### src/rtl/dds_pkg.sv
// rtl/dds_pkg.sv - shared DDS sample width, monitor state type and mid-scale helper
package dds_pkg;

  localparam int DDS_DW = 12;

  typedef enum logic [2:0] {
    IDLE      = 3'd0,
    SEEK_LOW  = 3'd1,
    SEEK_RISE = 3'd2,
    MEASURE   = 3'd3,
    DONE      = 3'd4
  } osc_state_e;

  // Offset-binary mid-scale code for a dw-bit sample.
  function automatic int mid_code(input int dw);
    return 1 << (dw - 1);
  endfunction

endpackage

### src/rtl/osc_xdet.sv
// rtl/osc_xdet.sv - classifies a sample as low or high with hysteresis about mid-scale
module osc_xdet
  import dds_pkg::*;
#(
  parameter int DW   = DDS_DW,
  parameter int HYST = 64
) (
  input  logic [DW-1:0] sample,
  output logic          is_lo,
  output logic          is_hi
);

  localparam int MID = mid_code(DW);
  // One extra bit so a threshold above full-scale simply never matches.
  localparam logic [DW:0] LO_TH = (DW+1)'(MID - HYST);
  localparam logic [DW:0] HI_TH = (DW+1)'(MID + HYST);

  always_comb begin
    is_lo = ({1'b0, sample} <= LO_TH);
    is_hi = ({1'b0, sample} >= HI_TH);
  end

endmodule

### src/rtl/osc_monitor.sv
// rtl/osc_monitor.sv - measures one waveform period and its peaks from the DAC sample stream
module osc_monitor
  import dds_pkg::*;
#(
  parameter int DW          = DDS_DW,
  parameter int CW          = 20,
  parameter int HYST        = 64,
  parameter int TIMEOUT_SMP = 1000000
) (
  input  logic          Fg_clk,
  input  logic          Resetn,
  input  logic [DW-1:0] Sample_in,
  input  logic          Sample_vld,
  input  logic          Start,
  input  logic          Abort,
  output logic          Busy,
  output logic          Meas_vld,
  output logic [CW-1:0] Period,
  output logic [DW-1:0] Peak_max,
  output logic [DW-1:0] Peak_min,
  output logic          Timeout
);

  localparam logic [CW-1:0] WD_LAST = CW'(TIMEOUT_SMP - 1);

  osc_state_e    state_q, state_d;
  logic [CW-1:0] cnt_q, cnt_d;
  logic [CW-1:0] wd_q, wd_d;
  logic [CW-1:0] period_q, period_d;
  logic [DW-1:0] max_q, max_d;
  logic [DW-1:0] min_q, min_d;
  logic [DW-1:0] pmax_q, pmax_d;
  logic [DW-1:0] pmin_q, pmin_d;
  logic          armed_q, armed_d;
  logic          tout_q, tout_d;
  logic          s_lo, s_hi;
  logic          second_xing;

  osc_xdet #(
    .DW   (DW),
    .HYST (HYST)
  ) u_xdet (
    .sample (Sample_in),
    .is_lo  (s_lo),
    .is_hi  (s_hi)
  );

  always_comb begin
    state_d     = state_q;
    cnt_d       = cnt_q;
    wd_d        = wd_q;
    period_d    = period_q;
    max_d       = max_q;
    min_d       = min_q;
    pmax_d      = pmax_q;
    pmin_d      = pmin_q;
    armed_d     = armed_q;
    tout_d      = tout_q;
    second_xing = 1'b0;

    if (Abort) begin
      state_d = IDLE;
    end else begin
      unique case (state_q)
        IDLE: begin
          if (Start) begin
            state_d = SEEK_LOW;
            wd_d    = '0;
          end
        end
        DONE: state_d = IDLE;
        default: begin
          if (Sample_vld) begin
            wd_d = wd_q + 1'b1;
            if (state_q == SEEK_LOW && s_lo) begin
              state_d = SEEK_RISE;
            end
            if (state_q == SEEK_RISE && s_hi) begin
              state_d = MEASURE;
              cnt_d   = '0;
              max_d   = Sample_in;
              min_d   = Sample_in;
              armed_d = 1'b0;
            end
            if (state_q == MEASURE) begin
              cnt_d = cnt_q + 1'b1;
              max_d = (Sample_in > max_q) ? Sample_in : max_q;
              min_d = (Sample_in < min_q) ? Sample_in : min_q;
              if (s_lo) armed_d = 1'b1;
              second_xing = s_hi && armed_q;
            end
            // A completed period on the last allowed sample still counts as valid.
            if (second_xing) begin
              state_d  = DONE;
              period_d = cnt_q + 1'b1;
              pmax_d   = max_d;
              pmin_d   = min_d;
              tout_d   = 1'b0;
            end else if (wd_q >= WD_LAST) begin
              state_d  = DONE;
              period_d = '1;
              pmax_d   = '0;
              pmin_d   = '1;
              tout_d   = 1'b1;
            end
          end
        end
      endcase
    end
  end

  always_ff @(posedge Fg_clk or negedge Resetn) begin
    if (!Resetn) begin
      state_q  <= IDLE;
      cnt_q    <= '0;
      wd_q     <= '0;
      period_q <= '0;
      max_q    <= '0;
      min_q    <= '0;
      pmax_q   <= '0;
      pmin_q   <= '0;
      armed_q  <= 1'b0;
      tout_q   <= 1'b0;
    end else begin
      state_q  <= state_d;
      cnt_q    <= cnt_d;
      wd_q     <= wd_d;
      period_q <= period_d;
      max_q    <= max_d;
      min_q    <= min_d;
      pmax_q   <= pmax_d;
      pmin_q   <= pmin_d;
      armed_q  <= armed_d;
      tout_q   <= tout_d;
    end
  end

  always_comb begin
    Busy     = (state_q != IDLE);
    Meas_vld = (state_q == DONE);
    Period   = period_q;
    Peak_max = pmax_q;
    Peak_min = pmin_q;
    Timeout  = tout_q;
  end

endmodule

### config.mk
export PLATFORM = sky130hd
export DESIGN_NAME = osc_monitor
export DESIGN_NICKNAME = d
export VERILOG_FILES = /design/src/rtl/dds_pkg.sv /design/src/rtl/osc_xdet.sv /design/src/rtl/osc_monitor.sv
export SDC_FILE = /design/constraint.sdc
export NUM_CORES = 1
export LEC_CHECK = 0
export CORE_MARGIN = 8
export CORE_UTILIZATION = 40
export DETAILED_ROUTE_END_ITERATION = 6
export PLACE_DENSITY_LB_ADDON = 0.15
export SLEW_MARGIN = 5
export SYNTH_ARGS = -nofsm -noshare
export SYNTH_HDL_FRONTEND = slang
export SYNTH_SLANG_ARGS = --single-unit
### constraint.sdc
create_clock -name Fg_clk -period 2.6 [get_ports Fg_clk]
set_clock_uncertainty 0.15 [all_clocks]
set_input_delay 0.52 -clock Fg_clk [delete_from_list [all_inputs] [get_ports Fg_clk]]
set_output_delay 0.52 -clock Fg_clk [all_outputs]
set_load 0.01 [all_outputs]
; ---- After elaboration in Yosys (flattened, before gate mapping)
; Cells that the tools add are included.
[word_totals]
mem_bits_rw = 0
mem_bits_ro = 0
latchBits = 0
ff_bits = 113
n_memories = 0
out_inout_bits = 47
wordCells = 76
inputBits = 17
[classes]
n_mux = 34
n_lt_le_gt_ge = 5
n_bitwise = 3
n_mul = 0
eq_ne = 6
reduce_logical = 16
shifts = 0
n_div = 0
n_addsub = 2
[op_table]
columns = cell, n
row1 = $mux W12, 10
row2 = $mux W20, 6
row3 = $add A20 B1 Y20 const B, 2
row4 = $pmux W20 S2, 1
row5 = $mux W3, 7
row6 = $ge A20 B20 Y1 const B, 1
row7 = $ge A12 B12 Y1 const B, 1
row8 = $gt A12 B12 Y1, 1
row9 = $le A12 B11 Y1 const B, 1
row10 = $lt A12 B12 Y1, 1
row11 = $reduce_and A4 Y1, 3
row12 = $mux W1, 9
row13 = $reduce_bool A7 Y1, 1
row14 = $eq A3 B2 Y1 const B, 2
row15 = $pmux W3 S2, 1
row16 = $reduce_and A3 Y1, 2
row17 = $reduce_bool A2 Y1, 3
row18 = $reduce_bool A4 Y1, 1
row19 = $eq A3 B1 Y1 const B, 1
row20 = $eq A3 B3 Y1 const B, 1
row21 = $logic_and A1 B1 Y1, 3
row22 = $logic_not A3 Y1, 1
row23 = $ne A3 B3 Y1 const B, 1
row24 = $not A1 Y1, 3
row25 = 3 further kinds, 3

; ---- Logic depth before layout (Yosys ltp)
[logic_depth]
ltp_word = 10
ltp_mapped = 10
depth_no_buf = 8

; ---- Hierarchy
; Synthesis repeated with hierarchy kept, for this count alone.
[hier_totals]
cells_unflattened = 605
area_unflattened_um2 = 5884.4
[by_module_without_submodules]
columns = mod, area_each_um2, cells_per_inst, seq_area_each_um2, instances
row1 = osc_monitor, 5839.4, 598, 2827.7, 1
row2 = osc_xdet, 45.0, 7, 0.0, 1

; ---- Least setup slack after synthesis
; Ideal clock, no wire load.
[synth_path]
path_kind = input to register
from = input port Sample_in[7]
to = register min_q[1]
setup_slack_ns = -0.062
path_buffers = 1
setup_time_ns = 0.125
arrival_time_ns = 2.387
required_time_ns = 2.325
cell_stages = 8
path_cell_list = ha_1 > and2_0 > a221oi_1 > o21ai_0 > a221oi_1 > clkbuf_1 > a22o_1 > mux2_2
[synth_between]
elab_chain_cells = 4
word_cells_on_any_way = 6
classes_between = 2 x order compare / 3 x mux / 1 x reduce/logical
[synth_lines]
columns = item, line
row1 = "start, declared", osc_monitor.sv:12  ; input logic [DW-1:0] Sample_in,
row2 = $ge A12 B12 Y1, osc_xdet.sv:20  ; is_hi = ({1'b0, sample} >= HI_TH);
row3 = $logic_and A1 B1 Y1, osc_monitor.sv:78  ; if (state_q == SEEK_RISE && s_hi) begin
row4 = $mux W12, osc_monitor.sv:78
row5 = $mux W12 *, osc_monitor.sv:85  ; if (state_q == MEASURE) begin
row6 = "end signal, assigned", osc_monitor.sv:130  ; min_q <= min_d;
row7 = "end, declared", osc_monitor.sv:31  ; logic [DW-1:0] min_q, min_d;
; Every way passes the cells marked *; elsewhere a longest branch is shown, timed or not.
; A chain may end at the register's enable or synchronous reset.

; ---- Worst setup path in the final report
[layout_path]
from = input port Sample_in[7]
to = register pmax_q[4], in the netlist Peak_max[4]
[layout_between]
elab_chain_cells = 8
word_cells_on_any_way = 14
classes_between = 2 x order compare / 8 x mux / 4 x reduce/logical
[layout_lines]
columns = item, line
row1 = $ge A12 B12 Y1, osc_xdet.sv:20
row2 = $logic_and A1 B1 Y1, osc_monitor.sv:90  ; second_xing = s_hi && armed_q;
row3 = $mux W1, osc_monitor.sv:85
row4 = $mux W1, osc_monitor.sv:73  ; if (Sample_vld) begin
row5 = $mux W1, osc_monitor.sv:64  ; unique case (state_q)
row6 = $mux W1, osc_monitor.sv:61  ; if (Abort) begin
row7 = $reduce_bool A2 Y1 (no line), --
row8 = $reduce_and A4 Y1 (no line), --
row9 = "end signal, assigned", osc_monitor.sv:131  ; pmax_q <= pmax_d;
row10 = "end, declared", osc_monitor.sv:32  ; logic [DW-1:0] pmax_q, pmax_d;
; Parallel ways exist; a longest one is shown, timed or not. The select of a mux whose other input is x is not followed.

==> impl_metrics.json <==
{
  "hold_viol": 0,
  "dpl_cell_area_um2": 7590,
  "status": "finished, final reports clean",
  "drive_gt1_share_pct": 20.0,
  "syn-mean-instance-area_um2": 9.53,
  "clockRootBuffer": "clkbuf_16",
  "synthDistinctLibCells": 65,
  "synth-edff-count": 0,
  "nets": 824,
  "initial_core_util_pct": 40.9,
  "period_needed_ps": 2510,
  "wl_met3_um": 914,
  "required_ps": 2750,
  "clkTransAtPathRegs_ps": 50,
  "die_width_um": 140,
  "rows": 45,
  "grt_pass1_wl_um": 30000,
  "yosysSeqAreaShare_pct": 45.6,
  "syn_to_final_growth_pct": 34.4,
  "slew_violations": 0,
  "cts_tree": "done",
  "htree_levels": 4,
  "grt_antenna_before_repair": 0,
  "final_cell_mix": "113 x dfrtp_1, 78 x buf_4, 68 x nor2_1",
  "min_period_over_period_pct": 96.3,
  "worst_pin_slew_ps": 537,
  "post-dp-hpwl_um": 13100,
  "dieArea_um2": 19700,
  "ant_nets": 0,
  "dr_total_vias": 5570,
  "io_pins": 64,
  "cts_made_buffers": 17,
  "ys.flop_type": "dfrtp_1",
  "grt_pass1_vias": 5833,
  "drt_first_pass_iters": 5,
  "synth_fp_nets": 692,
  "drc": 0,
  "rsz0062_at_grt": "no",
  "cts_max_path_buffers": 2,
  "cp_max_fo": 6,
  "ys_ff_latch": 113,
  "synthesis.area_um2": 6200,
  "die_h_um": 140,
  "grt_max_degree": 45,
  "end_kind": "flop",
  "powerDensity_nw_per_um2": 733,
  "antenna_cells": 0,
  "final_common_cell": "dfrtp_1",
  "core_area_um2": 15100,
  "setup_violations": 0,
  "overflow": 0,
  "met2WireLength_um": 8860,
  "worstPathArrival_ps": 2650,
  "wl_met1_um": 8190,
  "startpoint_type": "input pin",
  "cts.sinks": 113,
  "maxSlewHeadroom_pct": 64.2,
  "ir_worst_vdd_v": 0.000480,
  "design_area_um2": 8330,
  "grt.total_usage_pct": 19.0,
  "p_leak_nw": 3.76,
  "drv_cap": 0,
  "clock.fmax_mhz": 399,
  "hold_path_class": "reg -> reg",
  "synth_warnings": 0,
  "drt_iter0_drc": 313,
  "synthArstFlopShare_pct": 100,
  "worstSkewPairLatency_ps": 420,
  "top_layer": "met4",
  "place.port_buffers": 63,
  "gp_congestion": 0.864,
  "synthCells": 650,
  "holdWs_ps": 346,
  "critical_path_class": "in -> reg",
  "wirelength_um": 18200,
  "wl_per_cell_um": 18.6,
  "vias_per_cell": 5.67
}
[cells in the mapped netlist, types with 4 or more instances]
cell	number	area, um2
nand4_1	10	62.6
o31ai_1	13	97.6
ha_1	25	313
a22oi_1	9	67.6
nor3_1	6	30.0
nand2_1	33	124
mux2_2	6	67.6
xor2_1	18	158
nand2b_1	6	37.5
nand3_1	23	115
o21ai_0	43	215
and3_1	11	68.8
o22ai_1	8	50.1
o2bb2ai_1	4	35.0
nor2b_1	7	43.8
o22a_1	6	52.6
xnor2_1	13	114
a31o_2	7	61.3
mux2i_1	4	40.0
a21oi_1	36	180
a21o_1	7	52.6
clkbuf_1	31	116
a221o_1	6	60.1
dfrtp_1	113	2830
nor2_1	68	255
a31oi_1	13	81.3
a32oi_1	6	52.6
a211oi_1	5	37.5
inv_1	36	135
a22o_1	9	78.8
or3_1	11	68.8
[layer usage]
layer  up-vias  track usage, %
met5         -               0
met4         0            6.17
met3        24            5.03
met2       152            31.6
li1       2652               -
met1      2742            23.7
[critical path, stage by stage]
cell	delay [ps]
dlygate4sd2_1	280
buf_4	180
ha_1	310
nand4_1	180
a211o_1	330
a31oi_1	130
buf_4	170
nor2_1	60
buf_4	150
a221o_1	340
[per-stage QoR]
step           setup WS [ps]  cells  TNS, ps  util [%]  power (mW)
2_1_floorplan           18.0    650        0         -        2.96
3_3_place_gp            -581    947   -37250      50.1        3.61
3_5_place_dp            -661    947   -40040      50.1        3.65
4_1_cts                 2.50    981        0      54.2        6.08
5_1_grt                0.548    983        0      55.0        6.42
6_report                95.0    983        0      55.0        6.10
[power breakdown]
| group | leakage [nW] | total [mW] | internal, mW | switching [mW] |
|---|---|---|---|---|
| Clock | 0.296 | 2.36 | 1.55 | 0.819 |
| Combinational | 1.95 | 1.68 | 0.801 | 0.879 |
| Sequential | 1.51 | 2.06 | 1.92 | 0.141 |
[worst paths after layout]
| check | startpoint | to | slack, ps | depth (start not counted) |
|---|---|---|---|---|
| min in group asynchronous | Resetn | Peak_min[5]$_DFFE_PN0P_ | 490 | 2 |
| min reg2reg | max_q[10]$_DFFE_PN0P_ | max_q[10]$_DFFE_PN0P_ | 350 | 1 |
| max reg2reg | min_q[7]$_DFFE_PN0P_ | min_q[1]$_DFFE_PN0P_ | 140 | 9 |
| min | max_q[10]$_DFFE_PN0P_ | max_q[10]$_DFFE_PN0P_ | 350 | 1 |
| max | Sample_in[7] | Peak_max[4]$_DFFE_PN0P_ | 90 | 10 |
| max in group asynchronous | Resetn | cnt_q[10]$_DFFE_PN0P_ | 1150 | 3 |
[sequential cells by signal (all words and copies together), names as in the netlist]
name      count
min_q        12
state_q       3
max_q        12
Peak_min     12
wd_q         20
cnt_q        20
Period       20
armed_q       1
Timeout       1
Peak_max     12
[repair_timing]
action                                  in CTS  in global routing
endpoints found under the setup margin      43                 61
hold buffers                                 1                  0
buffers inserted                             1                  2
pin swaps                                    6                  7
endpoints found under the hold margin       36                  0
gates resized for setup                     12                 22
[layout make-up]
class	count	area (um2)
Clock buffer	21	460
Sequential cell	113	2830
Tap cell	188	235
Clock inverter	11	136
Fill cell	1329	6820
Inverter	36	135
Timing Repair Buffer	147	1320
Multi-Input combinational cell	467	3210
[logic make-up (layout without fill, tap and decap cells)]
family | Yosys count | count (layout) | share of synthesized area [%]
AO/OA/AOI/OAI | 205 | 205 | 23.2
XOR/XNOR | 31 | 31 | 4.38
adder cells (fa/ha/maj) | 25 | 25 | 5.05
buffers and inverters | 70 | 215 | 4.30
flip-flops | 113 | 113 | 45.6
multiplexers | 10 | 10 | 1.74
AND/OR/NAND/NOR | 196 | 196 | 15.7
Power figures use the tool's default switching activity.
